--- src/rtl/mesh_input_unit.sv ---
// Input unit of one mesh router port: flit FIFO, XY route computation on the
// head flit, one-hot request to the switch controller and pop-on-grant.
module mesh_input_unit #(
  parameter int RADIX   = 5,
  parameter int DEPTH   = 4,
  parameter int DATA_W  = 32,
  parameter int X_NODES = 4,
  parameter int Y_NODES = 4,
  parameter int X_LOC   = 0,
  parameter int Y_LOC   = 0
) (
  input  logic              clk,
  input  logic              reset,
  input  logic [DATA_W-1:0] i_data,
  input  logic              i_data_val,
  output logic              o_en,
  output logic [RADIX-1:0]  o_output_req,
  input  logic [RADIX-1:0]  i_output_grant,
  output logic [DATA_W-1:0] o_data,
  output logic              o_data_val,
  output logic              o_err
);

  localparam int X_W   = $clog2(X_NODES);
  localparam int Y_W   = $clog2(Y_NODES);
  localparam int PTR_W = $clog2(DEPTH);
  localparam int CNT_W = PTR_W + 1;

  // Port order within the request vector
  localparam int P_C = 0;
  localparam int P_N = 1;
  localparam int P_E = 2;
  localparam int P_S = 3;
  localparam int P_W = 4;

  localparam logic [X_W-1:0] X_HERE = X_W'(X_LOC);
  localparam logic [Y_W-1:0] Y_HERE = Y_W'(Y_LOC);

  logic [DATA_W-1:0] mem [DEPTH];
  logic [PTR_W-1:0]  wr_ptr_reg;
  logic [PTR_W-1:0]  rd_ptr_reg;
  logic [CNT_W-1:0]  count_reg;
  logic [DATA_W-1:0] data_reg;
  logic              data_val_reg;
  logic              err_reg;

  logic [DATA_W-1:0] head;
  logic [X_W-1:0]    dest_x;
  logic [Y_W-1:0]    dest_y;
  logic [RADIX-1:0]  route_req;
  logic              wr_en;
  logic              pop;
  logic              overflow;
  logic              bad_grant;

  // Enable depends only on the registered occupancy, never on inputs
  assign o_en      = (count_reg != CNT_W'(DEPTH));
  assign wr_en     = i_data_val && o_en;
  assign overflow  = i_data_val && !o_en;
  assign pop       = |(i_output_grant & route_req);
  assign bad_grant = |(i_output_grant & ~route_req);

  assign head   = mem[rd_ptr_reg];
  assign dest_x = head[DATA_W-1 -: X_W];
  assign dest_y = head[DATA_W-1-X_W -: Y_W];

  // XY routing: resolve X first, then Y; request only while a head exists.
  // The head only changes on a pop, so the request stays stable until granted.
  always_comb begin
    route_req = '0;
    if (count_reg != '0) begin
      if (dest_x > X_HERE)      route_req[P_E] = 1'b1;
      else if (dest_x < X_HERE) route_req[P_W] = 1'b1;
      else if (dest_y > Y_HERE) route_req[P_S] = 1'b1;
      else if (dest_y < Y_HERE) route_req[P_N] = 1'b1;
      else                      route_req[P_C] = 1'b1;
    end
  end

  assign o_output_req = route_req;

  // Flit storage: plain array without reset so it can map onto RAM
  always_ff @(posedge clk) begin
    if (wr_en) mem[wr_ptr_reg] <= i_data;
  end

  // Pointers and occupancy; a simultaneous write and pop leaves count unchanged
  always_ff @(posedge clk or posedge reset) begin
    if (reset) begin
      wr_ptr_reg <= '0;
      rd_ptr_reg <= '0;
      count_reg  <= '0;
    end else begin
      if (wr_en) wr_ptr_reg <= wr_ptr_reg + PTR_W'(1);
      if (pop)   rd_ptr_reg <= rd_ptr_reg + PTR_W'(1);
      case ({wr_en, pop})
        2'b10:   count_reg <= count_reg + CNT_W'(1);
        2'b01:   count_reg <= count_reg - CNT_W'(1);
        default: count_reg <= count_reg;
      endcase
    end
  end

  // Registered output stage: the popped head appears one cycle after grant
  always_ff @(posedge clk or posedge reset) begin
    if (reset) begin
      data_reg     <= '0;
      data_val_reg <= 1'b0;
    end else begin
      data_val_reg <= pop;
      if (pop) data_data_update: data_reg <= head;
    end
  end

  // Sticky error: overflow write or a grant bit that was never requested
  always_ff @(posedge clk or posedge reset) begin
    if (reset)                      err_reg <= 1'b0;
    else if (overflow || bad_grant) err_reg <= 1'b1;
  end

  assign o_data     = data_reg;
  assign o_data_val = data_val_reg;
  assign o_err      = err_reg;

endmodule

--- config.mk ---
export PLATFORM = sky130hd
export DESIGN_NAME = mesh_input_unit
export DESIGN_NICKNAME = d
export VERILOG_FILES = /design/src/rtl/mesh_input_unit.sv
export SDC_FILE = /design/constraint.sdc
export NUM_CORES = 1
export LEC_CHECK = 0
export ABC_AREA = 1
export CAP_MARGIN = 20
export CORE_ASPECT_RATIO = 2
export CORE_MARGIN = 2
export CORE_UTILIZATION = 55
export DETAILED_ROUTE_END_ITERATION = 8
export PLACE_DENSITY = 0.76
export SLEW_MARGIN = 0
export SYNTH_ARGS = -nofsm -noshare
export SYNTH_HDL_FRONTEND = slang
export SYNTH_SLANG_ARGS = --single-unit
export TNS_END_PERCENT = 30
--- constraint.sdc ---
create_clock -name clk -period 3.32 [get_ports clk]
set_clock_uncertainty 0.15 [all_clocks]
set_input_delay 0.664 -clock clk [delete_from_list [all_inputs] [get_ports clk]]
set_output_delay 0.664 -clock clk [all_outputs]
set_load 0.03 [all_outputs]
==> tab_implementation.tex, run 1 <==
\begin{tabular}{lr}
\hline
Metric & Value \\
\hline
\multicolumn{2}{l}{\textbf{Status}} \\
\quad Result of the run & completed \\
\multicolumn{2}{l}{\textbf{Worst setup path}} \\
\quad Req. time, crit path & around 2.5 ns \\
\quad Top fanout value on the critical path & 30 \\
\quad Reg-to-Reg End & count\_reg[2]\$\_DFFE\_PP0P\_ \\
\quad Worst Reg2Reg Path Length in Cells & 14 \\
\quad Worst setup path category & flop to output port \\
\quad Capturing element type of the critical path & output port \\
\quad Reg2reg start & rd\_ptr\_reg[0]\$\_DFFE\_PP0P\_ \\
\quad End of the critical path & o\_output\_req[3] \\
\quad Start point of the critical path & rd\_ptr\_reg[0]\$\_DFFE\_PP0P\_ \\
\quad Arrival time reported for the critical path endpoint & roughly 2.1 ns \\
\quad R2R Setup Slk & about 0.51 ns \\
\quad Critical Path Source Type & flop \\
\multicolumn{2}{l}{\textbf{Timing}} \\
\quad Max Clock Freq & $\sim$340 MHz \\
\quad Period minus WS final & 2.92 ns \\
\quad Slew headroom & 36.5\% \\
\quad Setup repair after global routing missed its margin & false \\
\quad Count of final setup violators & 0 \\
\quad Slew at the pin closest to its max-slew limit & between 0.9 and 1 ns \\
\quad Setup slack of the critical path after layout & slightly below 0.4 ns \\
\quad Aggregate negative setup slack & 0 ns \\
\quad Final Hold Viols & 0 \\
\quad Fin Hold WS & roughly 0.35 ns \\
\quad Max-slew violation count & 0 \\
\quad Final clock period utilization by the worst path & roughly 90\% \\
\multicolumn{2}{l}{\textbf{Routing}} \\
\quad Vias per std cell & around 5.7 \\
\quad Overall routed net length & between 10000 and 15000 microns \\
\quad DRC violations left & 0 \\
\quad First DRT Iteration DRCs & approximately 410 \\
\quad First drt pass iteration count & 5 \\
\quad Number of antenna-violating nets in the routed design & 0 \\
\quad Vias after detailed routing & between 4000 and 5000 \\
\quad Routed WL per cell & $\sim$18 microns \\
\multicolumn{2}{l}{\textbf{Clocking}} \\
\quad Clock-pin slew on the worst setup and hold paths & $\sim$0.06 ns \\
\quad Setup fix buffers added after clock tree synthesis & 0 \\
\quad Clock network latency to the later pin of the worst-skew pair & between 0.4 and 0.5 ns \\
\quad Count of cells resized by post-cts repair & 0 \\
\quad Clock Tree Root & sky130\_fd\_sc\_hd\_\_clkbuf\_16 \\
\quad Number of levels the H-tree was split into & 4 \\
\quad TritonCTS clock tree & done \\
\quad Number of clock sinks seen by CTS & 169 \\
\quad Buffer levels on the longest clock path & 2 \\
\quad Number of hold buffers added after cts & 0 \\
\quad Number of buffers created by CTS & 17 \\
\multicolumn{2}{l}{\textbf{Logic synthesis}} \\
\quad Area of the mapped netlist & around 0.0067 sq mm \\
\quad FF+latch count, synth & $\sim$170 \\
\quad Synth unique cells & 25 \\
\quad Cell count after synthesis & $\sim$540 \\
\quad Mapped Avg Cell Area & $\sim$12 sq um \\
\quad Sequential cell area fraction in the yosys report & between 70\% and 80\% \\
\quad Number of warnings reported in the yosys synthesis log & 0 \\
\multicolumn{2}{l}{\textbf{Power}} \\
\quad Power Density & between 1000 and 1500 mW/mm\^{}2 \\
\quad Share of power burned in the clock network & a little under a quarter \\
\quad Internal power consumption & between 5 and 6 mW \\
\quad Switching share of power & 38.0\% \\
\quad Largest voltage drop on the vdd net & 0.556 mV \\
\quad Logic gate share of total power & approximately 39\% \\
\quad Switching power & about 3.2 mW \\
\quad Leakage power summed over all cells & approximately 3.1 nW \\
\quad Share of power burned in registers & between 30\% and 40\% \\
\multicolumn{2}{l}{\textbf{Cells and area}} \\
\quad Count of fill cells added during filler insertion & just over 800 \\
\quad Final core utilization & about two thirds \\
\quad Number of flip-flops in the largest register & about 130 \\
\quad Total Nets Final & approximately 660 \\
\quad Most used cells in the layout excluding fill and tap cells & 128 x sky130\_fd\_sc\_hd\_\_edfxtp\_1, 96 x sky130\_fd\_sc\_hd\_\_nand2\_1, 74 x sky130\_fd\_sc\_hd\_\_clkdlybuf4s50\_1 \\
\quad Share of cells above drive strength 1 & 9.92\% \\
\quad Most common cell after layout, fill and taps aside & sky130\_fd\_sc\_hd\_\_edfxtp\_1 \\
\quad Number of antenna cells inserted & 0 \\
\quad Count of non-filler cells in the finished layout & 772 \\
\quad Signed area change from the synthesized netlist to the final layout & 22.8\% \\
\multicolumn{2}{l}{\textbf{Floorplan}} \\
\quad Full die area & roughly 0.013 sq mm \\
\quad Starting density of the core & a little under three fifths \\
\quad Placeable Area & 0.0120 sq mm \\
\quad Die height & 160 microns \\
\quad Number of standard-cell rows in the floorplan & 57 \\
\quad Top-level port count & 80 \\
\quad Horizontal die dimension & around 82 microns \\
\multicolumn{2}{l}{\textbf{GRT}} \\
\quad Global Route Usage Sum & 23.3\% \\
\quad Wire length of the first global-routing pass & between 20000 and 25000 microns \\
\quad Remaining global-route overflow & 0 \\
\quad Maximum number of pins on one net before global-route repair & between 50 and 60 \\
\quad Initial antenna violation count & 0 \\
\quad Via count of the first global-routing pass & 4513 \\
\multicolumn{2}{l}{\textbf{Place}} \\
\quad Number of placed instances, taps included & between 700 and 800 \\
\quad Port buffer count & 77 \\
\quad Placed wire-length estimate after detailed placement & 8080 microns \\
\quad Minimum setup slack after placement & between 0.5 and 0.6 ns \\
\quad Weighted congestion at the end of routability-driven global placement & 0.796 \\
\multicolumn{2}{l}{\textbf{Job}} \\
\quad Maxcap violations & 0 \\
\multicolumn{2}{l}{\textbf{Hold path}} \\
\quad Path class of the lowest-slack min-delay path & flop to flop \\
\hline
\end{tabular}
metrics by stage:
| stage | total power, mW | area, sq um |
|---|---|---|
| after floorplan | 5.31 | 6680 |
| after global placement | 6.27 | 7580 |
| after detailed placement | 6.39 | 7580 |
| after CTS | 8.43 | 8200 |
| after global routing | 8.88 | 8200 |
| final | 8.38 | 8200 |
layout make-up:
class / instances / area (sq um) / area share (%)
multi-input combinational: 311 / 1580 / 19.3
tap: 147 / 184 / 2.24
sequential: 169 / 4870 / 59.4
inverter: 22 / 82.6 / 1.01
clock inverter: 13 / 169 / 2.06
clock buffer: 19 / 443 / 5.40
timing repair buffer: 91 / 868 / 10.6
kinds of logic (layout without fill, tap and decap cells):
family,after synthesis,in the layout,share of synthesized area [%]
other cells,1,2,0.0562
compound gates,90,90,7.27
flops,169,169,72.9
xor+xnor,4,4,0.525
fa+ha+maj,6,6,1.24
buf+inv,57,145,3.92
simple gates,209,209,14.1
synthesized netlist by cell type, drive strengths merged:
master  instances  area [sq um]
nor3            2          10.0
xor2            2          17.5
fa              1          20.0
inv            22          82.6
conb            1          3.75
nor2           62           240
a21oi           3          15.0
o21ai          59           295
xnor2           2          17.5
nand2          98           373
o22ai          28           175
dfrtp          41          1030
clkbuf         18          67.6
edfxtp        128          3840
nand4          34           213
buf            17           111
ha              5          62.6
nand3          13           103
layer usage:
metal / track usage, % / part of all wire (%) / vias up
li1: - / - / 2056
met1: 29.5 / 40 / 2148
met2: 38.5 / 52 / 166
met3: 4.46 / 5.9 / 20
met4: 9.62 / 1.8 / 0
met5: 0 / 0 / -
power groups by stage:
stage	Clock [mW]	Combinational (mW)	Sequential, mW
finish	2.02	3.23	3.14
global route	2.13	3.57	3.19
CTS	2.04	3.26	3.14
detailed placement	0	3.22	3.17
global placement	0	3.12	3.15
floorplan	0	1.81	3.50
worst max-delay path, stage by stage, from the launching register on:
cell	delay (ns)
sky130_fd_sc_hd__dfrtp_2	0.68
sky130_fd_sc_hd__inv_2	0.16
sky130_fd_sc_hd__nand2_1	0.11
sky130_fd_sc_hd__nand3_1	0.06
sky130_fd_sc_hd__nand2_1	0.11
sky130_fd_sc_hd__nand2_2	0.09
sky130_fd_sc_hd__nor2_4	0.17
sky130_fd_sc_hd__nand2_1	0.10
sky130_fd_sc_hd__inv_1	0.06
sky130_fd_sc_hd__buf_4	0.15
how the worst min path moves through the flow:
stage	depth (start not counted)	endpoint	from	slack, ns
floorplan	1	count_reg[0]$_DFFE_PP0P_	count_reg[0]$_DFFE_PP0P_	0.32
global placement	1	count_reg[0]$_DFFE_PP0P_	count_reg[0]$_DFFE_PP0P_	0.34
detailed placement	1	count_reg[2]$_DFFE_PP0P_	count_reg[2]$_DFFE_PP0P_	0.34
CTS	1	count_reg[2]$_DFFE_PP0P_	count_reg[2]$_DFFE_PP0P_	0.35
global route	1	count_reg[0]$_DFFE_PP0P_	count_reg[0]$_DFFE_PP0P_	0.37
finish	1	count_reg[2]$_DFFE_PP0P_	count_reg[2]$_DFFE_PP0P_	0.35
No activity file was read; power rests on OpenSTA's default activity.
==> run 2: changes to the inputs <==
CORE_UTILIZATION = 50   (was 55)
PLACE_DENSITY = 0.7   (was 0.76)
SLEW_MARGIN = not set   (was 0)
==> tab_implementation.tex, run 2 (same netlist as run 1, synthesis figures left out) <==
\begin{tabular}{lr}
\hline
Metric & Value \\
\hline
\multicolumn{2}{l}{\textbf{Status}} \\
\quad Result of the run & completed \\
\multicolumn{2}{l}{\textbf{Worst setup path}} \\
\quad Maximum cell stage delay along the critical path & roughly 0.66 ns \\
\quad Critical Path Source Type & flop \\
\quad Req. time, crit path & 2.51 ns \\
\quad Capturing element type of the critical path & output port \\
\quad Ordered list of cells on the worst path & inv\_2, nand2\_1, nand3\_1, nand2\_1, nand2\_1, inv\_1, nand2\_1, inv\_1, clkdlybuf4s50\_1 \\
\quad Most used cell, CP & sky130\_fd\_sc\_hd\_\_nand2\_1 \\
\quad Standard cell with the maximum stage delay on the critical path & sky130\_fd\_sc\_hd\_\_clkdlybuf4s50\_1 \\
\quad Worst setup path category & flop to output port \\
\quad Top fanout value on the critical path & 12 \\
\quad Arrival time reported for the critical path endpoint & about 2.4 ns \\
\multicolumn{2}{l}{\textbf{Timing}} \\
\quad Count of final setup violators & 0 \\
\quad Setup slack of the critical path after layout & 0.153 ns \\
\quad Setup repair after global routing missed its margin & false \\
\quad Aggregate negative setup slack & 0 ns \\
\quad Slew headroom & between 60\% and 70\% \\
\quad Final clock period utilization by the worst path & between 90 and 100\% \\
\quad Slew at the pin closest to its max-slew limit & 0.580 ns \\
\quad Max-slew violation count & 0 \\
\quad Fin Hold WS & between 0.3 and 0.4 ns \\
\quad Final Hold Viols & 0 \\
\quad Period minus WS final & 3.17 ns \\
\quad Max Clock Freq & between 300 and 400 MHz \\
\multicolumn{2}{l}{\textbf{Place}} \\
\quad Placed wire-length estimate after detailed placement & just over 9000 microns \\
\quad Cell Area, Placed & roughly 0.0076 sq mm \\
\quad Weighted congestion at the end of routability-driven global placement & approximately 0.86 \\
\quad Port buffer count & between 70 and 80 \\
\quad Minimum setup slack after placement & roughly 0.6 ns \\
\multicolumn{2}{l}{\textbf{Clocking}} \\
\quad Number of buffers created by CTS & 17 \\
\quad Clock Tree Root & sky130\_fd\_sc\_hd\_\_clkbuf\_16 \\
\quad Buffer levels on the longest clock path & 2 \\
\quad TritonCTS clock tree & done \\
\quad Count of cells resized by post-cts repair & 0 \\
\quad Number of clock sinks seen by CTS & approximately 170 \\
\quad Clock network latency to the later pin of the worst-skew pair & around 0.42 ns \\
\quad Number of hold buffers added after cts & 0 \\
\quad Number of levels the H-tree was split into & 4 \\
\quad Clock-pin slew on the worst setup and hold paths & about 0.070 ns \\
\quad Setup fix buffers added after clock tree synthesis & 0 \\
\multicolumn{2}{l}{\textbf{Power}} \\
\quad Power Total & 8.27 mW \\
\quad Power Density & around 1000 mW/mm\^{}2 \\
\quad Largest voltage drop on the vdd net & a little under 0.9 mV \\
\quad Leakage power summed over all cells & 3.12 nW \\
\multicolumn{2}{l}{\textbf{Cells and area}} \\
\quad Total Nets Final & between 600 and 700 \\
\quad Most used cells in the layout excluding fill and tap cells & 128 x sky130\_fd\_sc\_hd\_\_edfxtp\_1, 96 x sky130\_fd\_sc\_hd\_\_nand2\_1, 75 x sky130\_fd\_sc\_hd\_\_clkdlybuf4s50\_1 \\
\quad Most common cell after layout, fill and taps aside & sky130\_fd\_sc\_hd\_\_edfxtp\_1 \\
\quad Number of flip-flops in the largest register & 128 \\
\quad Number of antenna cells inserted & 0 \\
\quad Post-layout instance area & approximately 0.0082 sq mm \\
\quad Count of fill cells added during filler insertion & 1003 \\
\quad Share of cells above drive strength 1 & roughly a tenth \\
\quad Signed area change from the synthesized netlist to the final layout & 23.0\% \\
\multicolumn{2}{l}{\textbf{Routing}} \\
\quad Overall routed net length & around 15000 microns \\
\quad Vias after detailed routing & 4437 \\
\quad DRC violations left & 0 \\
\quad First drt pass iteration count & 4 \\
\quad First DRT Iteration DRCs & approximately 330 \\
\quad Vias per std cell & 5.68 \\
\quad Number of antenna-violating nets in the routed design & 0 \\
\quad Routed WL per cell & 19.0 microns \\
\multicolumn{2}{l}{\textbf{GRT}} \\
\quad Remaining global-route overflow & 0 \\
\quad Maximum number of pins on one net before global-route repair & between 50 and 60 \\
\quad Global Route Usage Sum & 21.8\% \\
\quad Via count of the first global-routing pass & 4664 \\
\quad Wire length of the first global-routing pass & $\sim$24000 microns \\
\quad Initial antenna violation count & 0 \\
\multicolumn{2}{l}{\textbf{Floorplan}} \\
\quad Full die area & 0.0143 sq mm \\
\quad Starting density of the core & 51.4\% \\
\quad Top-level port count & 80 \\
\quad Horizontal die dimension & between 80 and 90 microns \\
\quad Placeable Area & 0.0130 sq mm \\
\quad Number of standard-cell rows in the floorplan & 59 \\
\quad Die height & 167 microns \\
\multicolumn{2}{l}{\textbf{Hold path}} \\
\quad Path class of the lowest-slack min-delay path & flop to flop \\
\multicolumn{2}{l}{\textbf{Job}} \\
\quad Maxcap violations & 0 \\
\hline
\end{tabular}
run 2: cell types whose count changed in the layout (fill, tap and decap cells not counted):
cell                              before  now
sky130_fd_sc_hd__buf_12                0    2
sky130_fd_sc_hd__buf_4                17   18
sky130_fd_sc_hd__bufinv_16             3    1
sky130_fd_sc_hd__clkbuf_1              1    2
sky130_fd_sc_hd__clkbuf_8              1    0
sky130_fd_sc_hd__clkdlybuf4s50_1      74   75
sky130_fd_sc_hd__clkinv_2              2    0
sky130_fd_sc_hd__clkinvlp_4            3    4
sky130_fd_sc_hd__inv_6                 2    5
run 2: worst max-delay path, delay by kind of cell (launching register included):
kind / cells / cell delay [ns]
buf+inv: 4 / 1.00
simple gates: 5 / 0.47
flops: 1 / 0.47
run 2: worst paths after layout:
check | startpoint | end | slack, ns | cells past startpoint
hold / removal | count_reg[0]$_DFFE_PP0P_ | count_reg[0]$_DFFE_PP0P_ | 0.36 | 1
hold reg to reg | count_reg[0]$_DFFE_PP0P_ | count_reg[0]$_DFFE_PP0P_ | 0.36 | 1
setup / recovery | rd_ptr_reg[0]$_DFFE_PP0P_ | o_output_req[0] | 0.15 | 9
min in group asynchronous | reset | o_data_val$_DFF_PP0_ | 0.37 | 2
setup reg to reg | rd_ptr_reg[0]$_DFFE_PP0P_ | count_reg[2]$_DFFE_PP0P_ | 0.78 | 14
max in group asynchronous | reset | o_data[30]$_DFFE_PP0P_ | 2.06 | 3
run 2: cell type report:
| cell class | count | area (sq um) | area share, % |
|---|---|---|---|
| sequential | 169 | 4870 | 59.3 |
| multi-input combinational | 311 | 1580 | 19.2 |
| timing repair buffer | 95 | 926 | 11.3 |
| clock buffer | 19 | 433 | 5.27 |
| tap | 152 | 190 | 2.32 |
| clock inverter | 13 | 133 | 1.61 |
| inverter | 22 | 82.6 | 1.01 |
run 2: report_power, final:
group          internal (mW)  switching [mW]  total, mW  leakage, nW
Clock                   1.05           0.816       1.87        0.264
Combinational           1.12            2.16       3.28         1.19
Sequential              2.89           0.234       3.12         1.67
Total                   5.06            3.21       8.27         3.12
run 2: per-stage QoR:
stage / std cells / utilization (%)
final: 781 / 63.2
after global routing: 781 / 63.2
after global placement: 749 / 58.9
after CTS: 781 / 63.2
after floorplan: 537 / -
after detailed placement: 749 / 58.9
run 2: metal layers:
layer  track usage [%]  up-vias  part of all wire [%]
li1                  -     2069                     -
met3              4.14       22                   4.1
met5                 0        -                     0
met2              41.0      131                    57
met1              23.5     2215                    37
met4              8.42        0                   2.0
